## src/rtl/mole_pkg.sv

```systemverilog
// mole_pkg: shared state encoding and mole index selection for the whack-a-mole sequencer
package mole_pkg;
  localparam int MOLE_IDX_W = 3;
  typedef enum logic [2:0] {IDLE, GAP, REQ, WAIT, SHOW, DONE} state_e;
  typedef logic [MOLE_IDX_W:0] pidx_t;
  function automatic pidx_t pick_mole(input logic [MOLE_IDX_W-1:0] rnd, input pidx_t prev, input int n);
    pidx_t v;
    pidx_t m;
    m = pidx_t'(n);
    v = {1'b0, rnd};
    v = (v >= m) ? v - m : v;
    if (v == prev) v = (v + pidx_t'(1) == m) ? '0 : v + pidx_t'(1);
    return v;
  endfunction
endpackage

```

## src/rtl/mole_scheduler_if.sv

```systemverilog
// mole_scheduler_if: timebase, button, random-block and display signals of the sequencer
interface mole_scheduler_if #(
  parameter int NUM_MOLES = 5,
  parameter int SCORE_W = 8
);
  logic tick;
  logic start;
  logic [NUM_MOLES-1:0] btn_pulse;
  logic [2:0] rnd_num;
  logic rnd_en;
  logic [NUM_MOLES-1:0] mole_on;
  logic [SCORE_W-1:0] score;
  logic [SCORE_W-1:0] misses;
  logic [SCORE_W-1:0] round_cnt;
  logic busy;
  logic done;
  modport master (
    output tick, start, btn_pulse, rnd_num,
    input rnd_en, mole_on, score, misses, round_cnt, busy, done
  );
  modport slave (
    input tick, start, btn_pulse, rnd_num,
    output rnd_en, mole_on, score, misses, round_cnt, busy, done
  );
endinterface

```

## src/rtl/tick_timer.sv

```systemverilog
// tick_timer: loadable down-counter that expires on the tick that takes it from 1 to 0
module tick_timer #(
  parameter int W = 8
) (
  input  logic         clk,
  input  logic         rst_n,
  input  logic         load,
  input  logic [W-1:0] load_val,
  input  logic         tick,
  output logic         expire
);
  logic [W-1:0] timer_q, timer_d;
  assign expire = tick && (timer_q == W'(1));
  always_comb timer_d = load ? load_val : (tick && timer_q != '0) ? timer_q - W'(1) : timer_q;
  always_ff @(posedge clk) timer_q <= !rst_n ? '0 : timer_d;
endmodule

```

## src/rtl/mole_scheduler.sv

```systemverilog
// mole_scheduler: lights one random mole per round, judges presses and keeps score
module mole_scheduler
  import mole_pkg::*;
#(
  parameter int NUM_MOLES = 5,
  parameter int UP_TICKS  = 50,
  parameter int GAP_TICKS = 10,
  parameter int ROUNDS    = 30,
  parameter int SCORE_W   = 8
) (
  input logic clk,
  input logic rst_n,
  mole_scheduler_if.slave bus
);
  localparam int TMAX = (UP_TICKS > GAP_TICKS) ? UP_TICKS : GAP_TICKS;
  localparam int TW = $clog2(TMAX + 1);
  state_e state_q, state_d, fin;
  logic [SCORE_W-1:0] score_q, score_d, misses_q, misses_d, round_q, round_d, round_inc;
  logic [NUM_MOLES-1:0] mole_on_q, mole_on_d;
  pidx_t prev_q, prev_d, pick;
  logic rnd_en_q, done_q, hit, wrong, t_load, expire;
  logic [TW-1:0] t_val;
  function automatic logic [SCORE_W-1:0] sat_inc(input logic [SCORE_W-1:0] v);
    return &v ? v : v + SCORE_W'(1);
  endfunction
  tick_timer #(.W(TW)) u_timer (
    .clk(clk), .rst_n(rst_n), .load(t_load), .load_val(t_val), .tick(bus.tick), .expire(expire)
  );
  always_comb begin
    state_d = state_q;
    score_d = score_q;
    misses_d = misses_q;
    round_d = round_q;
    mole_on_d = mole_on_q;
    prev_d = prev_q;
    t_load = 1'b0;
    t_val = TW'(GAP_TICKS);
    hit = |(bus.btn_pulse & mole_on_q);
    wrong = |(bus.btn_pulse & ~mole_on_q);
    round_inc = round_q + SCORE_W'(1);
    fin = (round_inc == SCORE_W'(ROUNDS)) ? DONE : GAP;
    pick = pick_mole(bus.rnd_num, prev_q, NUM_MOLES);
    case (state_q)
      IDLE, DONE: if (bus.start) begin
        score_d = '0;
        misses_d = '0;
        round_d = '0;
        t_load = 1'b1;
        state_d = GAP;
      end
      GAP: state_d = expire ? REQ : GAP;
      REQ: state_d = WAIT;
      WAIT: begin
        prev_d = pick;
        mole_on_d = NUM_MOLES'(1) << pick;
        t_load = 1'b1;
        t_val = TW'(UP_TICKS);
        state_d = SHOW;
      end
      SHOW: if (hit || expire) begin
        // a correct press beats a simultaneous timeout or stray buttons
        score_d = hit ? sat_inc(score_q) : score_q;
        misses_d = hit ? misses_q : sat_inc(misses_q);
        round_d = round_inc;
        mole_on_d = '0;
        t_load = (fin == GAP);
        state_d = fin;
      end else if (wrong) begin
        misses_d = sat_inc(misses_q);
      end
      default: state_d = IDLE;
    endcase
  end
  always_ff @(posedge clk) begin
    if (!rst_n) begin
      state_q <= IDLE;
      score_q <= '0;
      misses_q <= '0;
      round_q <= '0;
      mole_on_q <= '0;
      prev_q <= pidx_t'(NUM_MOLES);
      rnd_en_q <= 1'b0;
      done_q <= 1'b0;
    end else begin
      state_q <= state_d;
      score_q <= score_d;
      misses_q <= misses_d;
      round_q <= round_d;
      mole_on_q <= mole_on_d;
      prev_q <= prev_d;
      rnd_en_q <= (state_d == REQ);
      done_q <= (state_d == DONE);
    end
  end
  assign bus.rnd_en = rnd_en_q;
  assign bus.mole_on = mole_on_q;
  assign bus.score = score_q;
  assign bus.misses = misses_q;
  assign bus.round_cnt = round_q;
  assign bus.done = done_q;
  assign bus.busy = (state_q != IDLE) && (state_q != DONE);
endmodule

```

## src/flat_wrapper.sv

```systemverilog
// flat-port wrapper written by rule: the top's interface ports become plain ports
module mole_scheduler_flat import mole_pkg::*;
#(
  parameter int NUM_MOLES = 5,
  parameter int UP_TICKS  = 50,
  parameter int GAP_TICKS = 10,
  parameter int ROUNDS    = 30,
  parameter int SCORE_W   = 8
)
  (clk, rst_n, bus_tick, bus_start, bus_btn_pulse, bus_rnd_num, bus_rnd_en, bus_mole_on, bus_score, bus_misses, bus_round_cnt, bus_busy, bus_done);
  mole_scheduler_if #(.NUM_MOLES(NUM_MOLES), .SCORE_W(SCORE_W)) bus_i ();
  input logic clk;
  input logic rst_n;
  input wire logic [$bits(bus_i.tick)-1:0] bus_tick;
  input wire logic [$bits(bus_i.start)-1:0] bus_start;
  input wire logic [$bits(bus_i.btn_pulse)-1:0] bus_btn_pulse;
  input wire logic [$bits(bus_i.rnd_num)-1:0] bus_rnd_num;
  output wire logic [$bits(bus_i.rnd_en)-1:0] bus_rnd_en;
  output wire logic [$bits(bus_i.mole_on)-1:0] bus_mole_on;
  output wire logic [$bits(bus_i.score)-1:0] bus_score;
  output wire logic [$bits(bus_i.misses)-1:0] bus_misses;
  output wire logic [$bits(bus_i.round_cnt)-1:0] bus_round_cnt;
  output wire logic [$bits(bus_i.busy)-1:0] bus_busy;
  output wire logic [$bits(bus_i.done)-1:0] bus_done;
  assign bus_i.tick = bus_tick;
  assign bus_i.start = bus_start;
  assign bus_i.btn_pulse = bus_btn_pulse;
  assign bus_i.rnd_num = bus_rnd_num;
  assign bus_rnd_en = bus_i.rnd_en;
  assign bus_mole_on = bus_i.mole_on;
  assign bus_score = bus_i.score;
  assign bus_misses = bus_i.misses;
  assign bus_round_cnt = bus_i.round_cnt;
  assign bus_busy = bus_i.busy;
  assign bus_done = bus_i.done;
  mole_scheduler #(.NUM_MOLES(NUM_MOLES), .UP_TICKS(UP_TICKS), .GAP_TICKS(GAP_TICKS), .ROUNDS(ROUNDS), .SCORE_W(SCORE_W)) u_core (.clk(clk), .rst_n(rst_n), .bus(bus_i));
endmodule
```

## config.mk

```make
export PLATFORM = sky130hd
export DESIGN_NAME = mole_scheduler_flat
export DESIGN_NICKNAME = d
export VERILOG_FILES = /design/src/rtl/mole_pkg.sv /design/src/rtl/mole_scheduler_if.sv /design/src/rtl/tick_timer.sv /design/src/rtl/mole_scheduler.sv /design/src/flat_wrapper.sv
export SDC_FILE = /design/constraint.sdc
export NUM_CORES = 1
export LEC_CHECK = 0
export BUFFER_PORTS_ARGS = -buffer_cell sky130_fd_sc_hd__buf_2
export CORE_MARGIN = 2
export CORE_UTILIZATION = 34
export CTS_BUF_LIST = sky130_fd_sc_hd__clkbuf_16
export DETAILED_ROUTE_END_ITERATION = 8
export GPL_TIMING_DRIVEN = 0
export PLACE_DENSITY_LB_ADDON = 0.2
export SYNTH_ARGS = -nofsm -noshare
export SYNTH_HDL_FRONTEND = slang
export SYNTH_HIERARCHICAL = 1
export SYNTH_SLANG_ARGS = --single-unit
```

## constraint.sdc

```tcl
create_clock -name clk -period 4.7 [get_ports clk]
set_input_delay 0.94 -clock clk [delete_from_list [all_inputs] [get_ports clk]]
set_output_delay 0.94 -clock clk [all_outputs]
set_load 0.05 [all_outputs]
```

== After elaboration in Yosys (flattened, before gate mapping) ==
Index checks and enable logic that the tools add are counted.
Storage, ports and cells
  register bits after elaboration: 44
  logic and storage cells: 86
  input port bits: 12
Operators by class
  equal/unequal tests: 19
  add/sub/neg operators: 6
  shift operators: 1
  $lt $le $gt $ge: 1
  reductions and logical operators: 19
  bitwise logic cells: 3
  mux-type cells: 28
Operators by type and width (count)
  $mux W8: 9
  $pmux W8 S2: 3
  $add A8 B1 Y8 const B: 3
  $mux W6: 3
  $reduce_and A8 Y1: 2
  $pmux W3 S5: 1
  $mux W4: 3
  $and A5 B5 Y5: 2
  $pmux W5 S2: 1
  $reduce_or A5 Y1: 2
  $eq A3 B2 Y1 const B: 3
  $eq A3 B3 Y1 const B: 3
  $mux W3: 3
  $eq A8 B5 Y1 const B: 1
  $eq A3 B1 Y1 const B: 2
  $eq A6 B1 Y1 const B: 1
  $ne A3 B3 Y1 const B: 2
  $reduce_bool A2 Y1: 3
  $reduce_bool A6 Y1: 1
  $sub A6 B1 Y6 const B: 1
  $mux W5: 1
  $not A5 Y5: 1
  $reduce_and A5 Y1: 1
  $shl A1 B4 Y5 const A: 1
  other kinds (19): 24

== Depth between registers and ports, before layout ==
Gate-level depths: netlist of run 1.
  depth in word-level cells: 8
  gate-level depth with buffers: 17

== Modules after synthesis ==
Netlist of run 1, hierarchy kept.
By module, submodules not included
  mole_scheduler: seq. area each 760.7 µm², times used 1, cells an instance 297, area each 2361.0 µm²
  tick_timer: seq. area each 120.1 µm², times used 1, cells an instance 47, area each 384.1 µm²

== Least setup slack after synthesis of run 1 ==
Ideal clock, no wire load.
  path kind: input port to flip-flop
  start point: input port bus_rnd_num[1]
  end point: register u_core.mole_on_q[0], in the netlist u_core/bus.mole_on[0]
  arrival time: 3371 ps
  data required time: 4631 ps
  stages on the path: 15
  path slack: 1260 ps
  path buffers: 2
  path through: buf_2 -> inv_1 -> ha_1 -> inv_1 -> ha_1 -> buf_6 -> a21oi_2 -> xnor2_1 -> inv_1 -> ha_1 -> a2111oi_0 -> o21a_1 -> o311a_1 -> nand4_2 -> o21ai_1
On the way
  longest elaborated chain between the ends: 8
  elaborated cells between the ends (all ways): 10
Ends and longest elaborated chain
  start, declared: RTL line flat_wrapper.sv:17  | input wire logic [$bits(bus_i.rnd_num)-1:0] bus_rnd_num;
  $sub A3 B3 Y4 or $ge A3 B3 Y1 (tied branches): RTL line mole_pkg.sv:11  | v = (v >= m) ? v - m : v;
  $mux W4 (*): RTL line mole_pkg.sv:11
  $add A4 B1 Y4: RTL line mole_pkg.sv:12  | if (v == prev) v = (v + pidx_t'(1) == m) ? '0 : v + pidx_t'(1);
  $eq A4 B3 Y1: RTL line mole_pkg.sv:12
  $mux W4: RTL line mole_pkg.sv:12
  $mux W4 (*): RTL line mole_pkg.sv:12
  $shl A1 B4 Y5 (*): RTL line mole_scheduler.sv:55  | mole_on_d = NUM_MOLES'(1) << pick;
  $pmux W5 S2 (*): RTL line mole_scheduler.sv:43  | case (state_q)
  end signal, assigned: RTL line mole_scheduler.sv:89  | mole_on_q <= mole_on_d;
  end, declared: RTL line mole_scheduler.sv:19  | logic [NUM_MOLES-1:0] mole_on_q, mole_on_d;
Every way passes the cells marked *; elsewhere a longest branch is shown, timed or not.
A chain may end at the register's enable or synchronous reset.

== Final worst setup path of run 1 ==
  start point: input port bus_rnd_num[0]
  end point: register u_core.mole_on_q[2], in the netlist u_core/bus.mole_on[2]
The elaborated chain is that of the path after synthesis.

==> results of run 1 <==
[placed cells by master, fill, tap and decap left out, drive strengths merged, types with 3 or more instances in the layout]
cell type / n
buf: 45
dfxtp: 44
nor2: 37
nand2: 29
a21oi: 26
o21ai: 24
inv: 20
nand3: 15
xnor2: 14
nor3: 13
ha: 12
clkbuf: 12
or3: 6
nand4: 6
xor2: 5
and2: 5
nand2b: 4
a211oi: 4
nand3b: 4
o211ai: 4
o21a: 4
a21o: 4
or2: 4
and3: 3
o21bai: 3
nand4b: 3
nor2b: 3
nor4: 3
conb: 3
[registers in the layout, summed over array words and instances (netlist names)]
register and cells:
u_core/u_timer/timer_q 6, u_core/bus.rnd_en 1, u_core/bus.score 8, u_core/bus.done 1
u_core/state_q 3, u_core/bus.mole_on 5, u_core/bus.misses 8, u_core/prev_q 4
u_core/bus.round_cnt 8
[power breakdown]
group	internal, W	leakage [nW]	total [W]	switching (W)
logic	0.0000681	0.892	0.000169	0.000101
registers	0.000382	0.356	0.000390	0.00000847
clock network	0.000253	0.0804	0.000404	0.000152
total	0.000702	1.33	0.000964	0.000262
[kinds of logic after synthesis]
logic type / after synthesis / synth area share
adder cells (fa/ha/maj): 12 / 0.0547
AO/OA/AOI/OAI: 89 / 0.212
buffers and inverters: 31 / 0.0483
multiplexers: 3 / 0.0114
other: 2 / 0.00274
flip-flops: 44 / 0.321
AND/OR/NAND/NOR: 143 / 0.278
XOR/XNOR: 20 / 0.0716
[metal layers]
| layer | track usage | vias to the layer above |
|---|---|---|
| met5 | 0 | - |
| met4 | 0.0435 | 0 |
| met3 | 0.0321 | 5 |
| met2 | 0.253 | 45 |
| met1 | 0.198 | 1188 |
| li1 | - | 1316 |
[through the flow]
stage / utilization / setup slack [ns] / total power (W)
after floorplan: - / 1.26 / 0.000528
after global placement: 0.397 / 0.776 / 0.000564
after detailed placement: 0.397 / 0.759 / 0.000568
after CTS: 0.419 / 1.05 / 0.000978
after global routing: 0.419 / 0.769 / 0.00101
final: 0.419 / 1.08 / 0.000964
[worst min-delay path, delay by kind of cell (launching register included)]
kind               cells  cell delay, ns
AOI/OAI and AO/OA      1            0.05
DFF                    1            0.34
and+or+nand+nor        1            0.06
[path summary, 6_finish.rpt]
path,cells after the start,end,slack [ns],from
worst min-delay path,2,u_core/bus.mole_on[4],0.50,u_core/bus.mole_on[4]
worst max-delay path,15,u_core/bus.mole_on[2],1.08,bus_rnd_num[0]
worst min register to register,2,u_core/bus.mole_on[4],0.50,u_core/bus.mole_on[4]
worst max register to register,11,u_core/u_timer/timer_q[5],1.95,u_core/u_timer/timer_q[3]
[cell type report]
class | count | share of cell area
Multi-Input combinational cell | 270 | 0.533
Sequential cell | 44 | 0.270
Timing Repair Buffer | 42 | 0.0645
Tap cell | 102 | 0.0392
Clock buffer | 5 | 0.0384
Inverter | 21 | 0.0242
Buffer | 10 | 0.0165
Clock inverter | 3 | 0.0142
==> results.sh, run 1 <==
export IMPL_gp_congestion=0.820
export IMPL_pin_count=44
export IMPL_ctsHoldBuffers=0
export IMPL_ys_ff_latch=44
export IMPL_grt_pass1_vias=2352
export IMPL_nets=418
export IMPL_max_stage_delay_ns=0.34
export IMPL_syn_cell_area_mm2=0.00275
export IMPL_antennaDiodeCount=0
export IMPL_area_growth_pct=18.7
export IMPL_final_setup_viol_count=0
export IMPL_postCtsSetupBuffers=0
export IMPL_ys_warn_count=6
export IMPL_syn_inst=344
export IMPL_async_flop_share=0
export IMPL_ctsResizeCount=0
export IMPL_postRouteAntennaNets=0
export IMPL_synth_top_area_cell="dfxtp_1"
export IMPL_tightest_slew_ns=0.937
export IMPL_wl_met2_mm=3.01
export IMPL_worstPathCellList="buf_2 -> inv_1 -> ha_1 -> inv_1 -> ha_1 -> buf_6 -> a21oi_2 -> xnor2_1 -> inv_1 -> ha_1 -> a2111oi_0 -> o21a_1 -> o311a_1 -> nand4_2 -> o21ai_1"
export IMPL_hold_viol=0
export IMPL_wl_mm=6.48
export IMPL_cp_arrival_ns=3.84
export IMPL_fillCellCount=838
export IMPL_dieWidth_um=93.9
export IMPL_vias=2554
export IMPL_clk_pin_slew_ns=0.06
export IMPL_fmax_ghz=0.276
export IMPL_met3_length_um=282
export IMPL_drv_slew=0
export IMPL_p_leak_nw=1.33
export IMPL_post_route_period_util=0.771
export IMPL_cellPowerDensity_mw_per_mm2=296
export IMPL_netlist_area_leader_share=0.321
export IMPL_drtIter0Drc=91
export IMPL_die_area_mm2=0.00881
export IMPL_start_kind="primary input"
export IMPL_ir_worst_vdd_uv=151
export IMPL_antenna_found_initial=0
export IMPL_status="finished clean"
export IMPL_crit_fanout=9
export IMPL_hold_slack_ns=0.498
export IMPL_finalSetupTns_ns=0
export IMPL_dp_hpwl_mm=4.86
export IMPL_multi_input_area_mm2=0.00174
export IMPL_h_tree_depth=2
export IMPL_top_layer="met4"
export IMPL_fin_skew_ns=0.00796
export IMPL_coreArea_mm2=0.00777
export IMPL_grt_pass1_wl_mm=10.8
export IMPL_drt_first_pass_iters=4
export IMPL_crit_family="compound AO/OA/AOI/OAI gates"
export IMPL_rsz0062_at_grt="no"
export IMPL_worstSetupPathType="primary input to flip-flop"
export IMPL_clock_path_buffers=2
export IMPL_floorplan_rows=32
export IMPL_finalInstanceArea_mm2=0.00326
export IMPL_crit_required_ns=4.92
export IMPL_numCtsBuffers=5
export IMPL_overflow=0
export IMPL_dp_cells=489
export IMPL_post_route_drc_count=0
export IMPL_start_util=0.353
export IMPL_drv_cap=0
export IMPL_slowest_stage="a2111oi_0"
export IMPL_drive_above_1_share=0.180
export IMPL_synth_edf_count=0
export IMPL_slew_headroom=0.359
export IMPL_endpoint_kind="flip-flop"
export IMPL_seq_area_frac_synth=0.321
export IMPL_yosysMostFrequentCell="dfxtp_1"
export IMPL_seq_area_um2=881
export IMPL_synth_top_flop_cell="dfxtp_1"
export IMPL_timing_final_crit_period_ns=3.62
export IMPL_clock_sinks=44
export IMPL_ys_types=65
export IMPL_avgSynthCellArea_um2=7.98
export IMPL_vias_per_cell=5.14
export IMPL_hold_path_class="flip-flop to flip-flop"
export IMPL_wl_met1_mm=3.10
export IMPL_grt_max_degree=16
export IMPL_cp_num_buf_inv=5
export IMPL_wire_per_inst_um=13.0
export IMPL_die_y_um=93.9
export IMPL_fin_cells=497
export IMPL_clock_latency_ns=0.29
export IMPL_cts_tree="yes"
export IMPL_track_usage=0.152
export IMPL_synth_commonest_cells="44 x dfxtp_1, 37 x nor2_1, 29 x nand2_1"
export IMPL_clk_root_buffer_cell="clkbuf_16"
export IMPL_dpl_cell_area_mm2=0.00309
export IMPL_io_buffers=42
export IMPL_synthTopCellsByArea="dfxtp_1 32%, ha_1 5.5%, nor2_1 5.1%, a21oi_1 4.4%, xnor2_1 4.1%"
No activity file was read; power rests on OpenSTA's default activity.
==> inputs of run 2 (changes only) <==
--- a/config.mk
+++ b/config.mk
@@ -5,6 +5,7 @@
 export SDC_FILE = /design/constraint.sdc
 export NUM_CORES = 1
 export LEC_CHECK = 0
+export ABC_AREA = 1
 export BUFFER_PORTS_ARGS = -buffer_cell sky130_fd_sc_hd__buf_2
 export CORE_MARGIN = 2
 export CORE_UTILIZATION = 34
==> constraint.sdc (replaced) <==
create_clock -name clk -period 3.05 [get_ports clk]
set_input_delay 0.61 -clock clk [delete_from_list [all_inputs] [get_ports clk]]
set_output_delay 0.61 -clock clk [all_outputs]
set_load 0.05 [all_outputs]
==> results.sh, run 2 <==
export IMPL_layout_common_cells="113 x nand2_1, 55 x inv_1, 48 x nor2_1, 44 x dfxtp_1, 43 x buf_2"
export IMPL_seq_area_um2=881
export IMPL_avgSynthCellArea_um2=6.48
export IMPL_endpoint_kind="flip-flop"
export IMPL_synth_top_flop_cell="dfxtp_1"
export IMPL_worstPathCellList="buf_2 -> inv_1 -> ha_1 -> inv_1 -> ha_1 -> inv_2 -> nand2_4 -> nand2_1 -> nand2_1 -> ha_1 -> inv_1 -> nand2_1 -> nand2_1 -> nor2_1 -> inv_1 -> nor2_1 -> nor2_1 -> nor2_2 -> nand3_1 -> a21oi_1"
export IMPL_clock_path_buffers=2
export IMPL_clk_pin_slew_ns=0.06
export IMPL_timing_final_crit_period_ns=2.61
export IMPL_floorplan_rows=33
export IMPL_ys_types=36
export IMPL_final_setup_viol_count=0
export IMPL_status="finished clean"
export IMPL_cellPowerDensity_mw_per_mm2=464
export IMPL_finalInstanceArea_mm2=0.00326
export IMPL_overflow=0
export IMPL_syn_cell_area_mm2=0.00279
export IMPL_vias_per_cell=4.75
export IMPL_p_leak_nw=1.55
export IMPL_drv_slew=0
export IMPL_finalSetupTns_ns=0
export IMPL_coreArea_mm2=0.00809
export IMPL_h_tree_depth=2
export IMPL_start_kind="primary input"
export IMPL_die_area_mm2=0.00894
export IMPL_drtIter0Drc=136
export IMPL_yosysMostFrequentCell="nand2_1"
export IMPL_synth_top_area_cell="dfxtp_1"
export IMPL_area_growth_pct=17.1
export IMPL_max_stage_delay_ns=0.21
export IMPL_start_util=0.344
export IMPL_numCtsBuffers=5
export IMPL_die_y_um=94.6
export IMPL_post_route_period_util=0.856
export IMPL_drive_above_1_share=0.163
export IMPL_ys_ff_latch=44
export IMPL_post_route_drc_count=0
export IMPL_seq_area_frac_synth=0.316
export IMPL_ir_worst_vdd_uv=242
export IMPL_gp_congestion=0.827
export IMPL_dpl_cell_area_mm2=0.00314
export IMPL_grt_pass1_vias=2498
export IMPL_netlist_area_leader_share=0.316
export IMPL_vias=2772
export IMPL_async_flop_share=0
export IMPL_synth_commonest_cells="113 x nand2_1, 55 x inv_1, 48 x nor2_1"
export IMPL_drt_first_pass_iters=4
export IMPL_cp_arrival_ns=2.82
export IMPL_fin_skew_ns=0.00394
export IMPL_hold_path_class="flip-flop to flip-flop"
export IMPL_cts_tree="yes"
export IMPL_final_common_cell="nand2_1"
export IMPL_worstSetupPathType="primary input to flip-flop"
export IMPL_wl_met1_mm=3.38
export IMPL_hold_viol=0
export IMPL_clock_latency_ns=0.28
export IMPL_crit_fanout=7
export IMPL_wl_mm=6.67
export IMPL_grt_pass1_wl_mm=11.3
export IMPL_syn_inst=430
export IMPL_fmax_ghz=0.383
export IMPL_ys_warn_count=6
export IMPL_slew_headroom=0.516
export IMPL_finish_utilization=0.403
export IMPL_slowest_stage="ha_1"
export IMPL_synthTopCellsByArea="dfxtp_1 32%, nand2_1 15%, inv_1 7.4%, nand3_1 7.0%, nor2_1 6.5%"
export IMPL_top_layer="met4"
export IMPL_nets=505
export IMPL_ctsResizeCount=0
export IMPL_dieWidth_um=94.6
export IMPL_crit_family="simple AND/OR/NAND/NOR gates"
export IMPL_cp_num_buf_inv=6
export IMPL_rsz0062_at_grt="no"
export IMPL_drv_cap=0
export IMPL_clk_root_buffer_cell="clkbuf_16"
export IMPL_fillCellCount=900
export IMPL_wire_per_inst_um=11.4
export IMPL_track_usage=0.158
export IMPL_clock_sinks=44
export IMPL_antennaDiodeCount=0
export IMPL_grt_max_degree=12
export IMPL_crit_required_ns=3.26
export IMPL_tightest_slew_ns=0.723
export IMPL_ctsHoldBuffers=0
export IMPL_met3_length_um=308
export IMPL_synth_edf_count=0
export IMPL_postRouteAntennaNets=0
export IMPL_pin_count=44
export IMPL_totalPowerFinal_w=0.00151
export IMPL_multi_input_area_mm2=0.00167
export IMPL_postCtsSetupBuffers=0
export IMPL_ff2ff_setup_slack_ns=0.60
export IMPL_hold_slack_ns=0.461
export IMPL_io_buffers=43
export IMPL_antenna_found_initial=0
export IMPL_wl_met2_mm=2.93
export IMPL_dp_hpwl_mm=5.17
==> run 2: cells by family (layout without fill, tap and decap cells) <==
logic type	count (synthesis)	count (layout)	synth area share
xor+xnor	11	11	0.0346
other cells	2	3	0.00269
flops	44	44	0.316
buf+inv	64	112	0.0875
fa+ha+maj	12	12	0.0539
simple gates	235	235	0.381
compound gates	62	62	0.125
==> run 2: path summary, 6_finish.rpt <==
| kind | start | endpoint | cells past startpoint |
|---|---|---|---|
| worst max-delay path | bus_rnd_num[0] | u_core/bus.mole_on[3] | 20 |
| worst max register to register | u_core/bus.round_cnt[0] | u_core/u_timer/timer_q[5] | 15 |
| worst min-delay path | u_core/bus.misses[4] | u_core/bus.misses[4] | 2 |
| worst min register to register | u_core/bus.misses[4] | u_core/bus.misses[4] | 2 |
==> run 2: layout make-up <==
type / instances / area share
buffer: 3 / 0.00460
clock buffer: 5 / 0.0383
inverter: 61 / 0.0702
multi-input combinational: 323 / 0.511
sequential: 44 / 0.270
tap: 105 / 0.0403
timing repair buffer: 43 / 0.0660
==> run 2: worst reg2reg max path, delay by kind of cell, from the launching register on <==
family | cells | cell delay, ns
buf+inv | 2 | 0.28
fa+ha+maj | 1 | 0.23
compound gates | 2 | 0.24
simple gates | 9 | 1.00
flops | 1 | 0.46
xor+xnor | 1 | 0.16
==> run 2: stage by stage <==
stage,setup slack (ns),std cells
floorplan,0.556,431
global placement,0.170,579
detailed placement,0.155,579
CTS,0.438,584
global route,0.0528,584
finish,0.440,584
==> run 2: report_power, final <==
part	internal, W	total, W	leakage, nW	switching [W]
combinational	0.000127	0.000394	1.13	0.000267
sequential	0.000600	0.000629	0.356	0.0000292
clock	0.000289	0.000490	0.0616	0.000201
total	0.00102	0.00151	1.55	0.000497
==> run 2: metal layers <==
metal,global-route usage,vias up
li1,-,1471
met5,0,-
met4,0.0471,0
met1,0.217,1247
met3,0.0303,7
met2,0.251,47
==> inputs of run 3 (changes only) <==
--- a/config.mk
+++ b/config.mk
@@ -7,12 +7,12 @@
 export LEC_CHECK = 0
 export ABC_AREA = 1
 export BUFFER_PORTS_ARGS = -buffer_cell sky130_fd_sc_hd__buf_2
+export CAP_MARGIN = 20
 export CORE_MARGIN = 2
 export CORE_UTILIZATION = 34
 export CTS_BUF_LIST = sky130_fd_sc_hd__clkbuf_16
 export DETAILED_ROUTE_END_ITERATION = 8
 export GPL_TIMING_DRIVEN = 0
-export PLACE_DENSITY_LB_ADDON = 0.2
 export SYNTH_ARGS = -nofsm -noshare
 export SYNTH_HDL_FRONTEND = slang
 export SYNTH_HIERARCHICAL = 1
==> constraint.sdc (replaced) <==
create_clock -name clk -period 3.3 [get_ports clk]
set_input_delay 0.66 -clock clk [delete_from_list [all_inputs] [get_ports clk]]
set_output_delay 0.66 -clock clk [all_outputs]
set_load 0.05 [all_outputs]
==> results.sh, run 3 (synthesis results as in run 2) <==
export IMPL_status="finished clean"
export IMPL_vias=2763
export IMPL_numCtsBuffers=5
export IMPL_cp_arrival_ns=2.81
export IMPL_postRouteAntennaNets=0
export IMPL_layout_common_cells="113 x nand2_1, 56 x inv_1, 48 x nor2_1, 44 x dfxtp_1, 43 x buf_2"
export IMPL_clock_sinks=44
export IMPL_pin_count=44
export IMPL_clk_pin_slew_ns=0.06
export IMPL_nets=505
export IMPL_ctsResizeCount=0
export IMPL_hold_path_class="flip-flop to flip-flop"
export IMPL_clk_root_buffer_cell="clkbuf_16"
export IMPL_finalSetupTns_ns=0
export IMPL_grt_pass1_wl_mm=11.1
export IMPL_p_int_w=0.00102
export IMPL_tightest_slew_ns=0.706
export IMPL_crit_required_ns=3.51
export IMPL_dp_slack_ns=0.387
export IMPL_post_route_drc_count=0
export IMPL_start_kind="primary input"
export IMPL_grt_pass1_vias=2543
export IMPL_p_comb_frac=0.241
export IMPL_cellPowerDensity_mw_per_mm2=450
export IMPL_slew_headroom=0.528
export IMPL_clock_path_buffers=2
export IMPL_vias_per_cell=4.71
export IMPL_drive_above_1_share=0.166
export IMPL_clockPowerShare=0.369
export IMPL_fmax_ghz=0.385
export IMPL_dp_hpwl_mm=5.12
export IMPL_p_leak_nw=1.57
export IMPL_crit_fanout=7
export IMPL_final_setup_viol_count=0
export IMPL_drv_slew=0
export IMPL_h_tree_depth=2
export IMPL_timing_final_crit_period_ns=2.60
export IMPL_swShare=0.310
export IMPL_gp_congestion=0.818
export IMPL_track_usage=0.154
export IMPL_die_y_um=94.6
export IMPL_antenna_found_initial=0
export IMPL_ctsHoldBuffers=0
export IMPL_drt_first_pass_iters=4
export IMPL_wire_per_inst_um=11.1
export IMPL_start_util=0.344
export IMPL_final_common_cell="nand2_1"
export IMPL_ir_worst_vdd_uv=219
export IMPL_postCtsSetupBuffers=0
export IMPL_cts_tree="yes"
export IMPL_endpoint_kind="flip-flop"
export IMPL_switchingPower_w=0.000460
export IMPL_post_route_period_util=0.788
export IMPL_final_setup_worst_slack_ns=0.701
export IMPL_coreArea_mm2=0.00809
export IMPL_p_seq_frac=0.391
export IMPL_dieWidth_um=94.6
export IMPL_io_buffers=43
export IMPL_die_area_mm2=0.00894
export IMPL_drtIter0Drc=174
export IMPL_hold_viol=0
export IMPL_antennaDiodeCount=0
export IMPL_rsz0062_at_grt="no"
export IMPL_area_growth_pct=18.4
export IMPL_drv_cap=0
export IMPL_grt_max_degree=14
export IMPL_floorplan_rows=33
export IMPL_wl_mm=6.50
export IMPL_fin_skew_ns=0.00432
export IMPL_worstSetupPathType="primary input to flip-flop"
export IMPL_overflow=0
export IMPL_clock_latency_ns=0.28
run 3: power groups by stage:
stage | Combinational [W] | Sequential [W] | Clock (W)
global placement | 0.000354 | 0.000592 | 0
finish | 0.000357 | 0.000580 | 0.000547
global route | 0.000415 | 0.000583 | 0.000585
CTS | 0.000360 | 0.000580 | 0.000560
detailed placement | 0.000358 | 0.000592 | 0
floorplan | 0.000270 | 0.000601 | 0
run 3: per-stage QoR:
step           instances   util  instance area [um^2]  hold WS, ns  power, W
2_1_floorplan        431      -                  2790        0.456  0.000872
3_3_place_gp         579  0.388                  3140        0.447  0.000945
3_5_place_dp         579  0.388                  3140        0.462  0.000950
4_1_cts              587  0.408                  3300        0.472   0.00150
5_1_grt              587  0.408                  3300        0.507   0.00158
6_report             587  0.408                  3300        0.472   0.00148
run 3: worst paths after layout:
kind / startpoint / end / slack, ns / depth (start not counted)
max: bus_rnd_num[0] / u_core/bus.mole_on[0] / 0.70 / 20
min: u_core/bus.misses[4] / u_core/bus.misses[4] / 0.47 / 2
max reg2reg: u_core/bus.round_cnt[0] / u_core/u_timer/timer_q[5] / 0.89 / 15
min reg2reg: u_core/bus.misses[4] / u_core/bus.misses[4] / 0.47 / 2
run 3: routing by layer:
metal / global-route usage / up-vias / routed length, um
met5: 0 / - / 0
met4: 0.0217 / 0 / 9
met3: 0.0343 / 2 / 235
met2: 0.264 / 48 / 2950
met1: 0.203 / 1240 / 3300
li1: - / 1473 / -
run 3: cell type report:
class,instances,area (um^2)
Tap cell,105,131
Multi-Input combinational cell,323,1670
Sequential cell,44,881
Timing Repair Buffer,43,215
Inverter,61,229
Clock buffer,5,125
Clock inverter,3,38.8
Buffer,3,15.0
Fill cell,866,4790
run 3: worst max-delay path: stages:
cell and delay [ns]:
buf_2 0.12, inv_1 0.07, ha_1 0.19, inv_1 0.06
ha_1 0.21, inv_2 0.09, nand2_4 0.11, nand2_1 0.07
nand2_1 0.14, ha_1 0.19, inv_1 0.04, nand2_1 0.05
nand2_1 0.06, nor2_1 0.12, nand3_1 0.12, nand3_1 0.08
nand2_1 0.07, nor2_1 0.13, nand2_1 0.08, a21oi_1 0.12
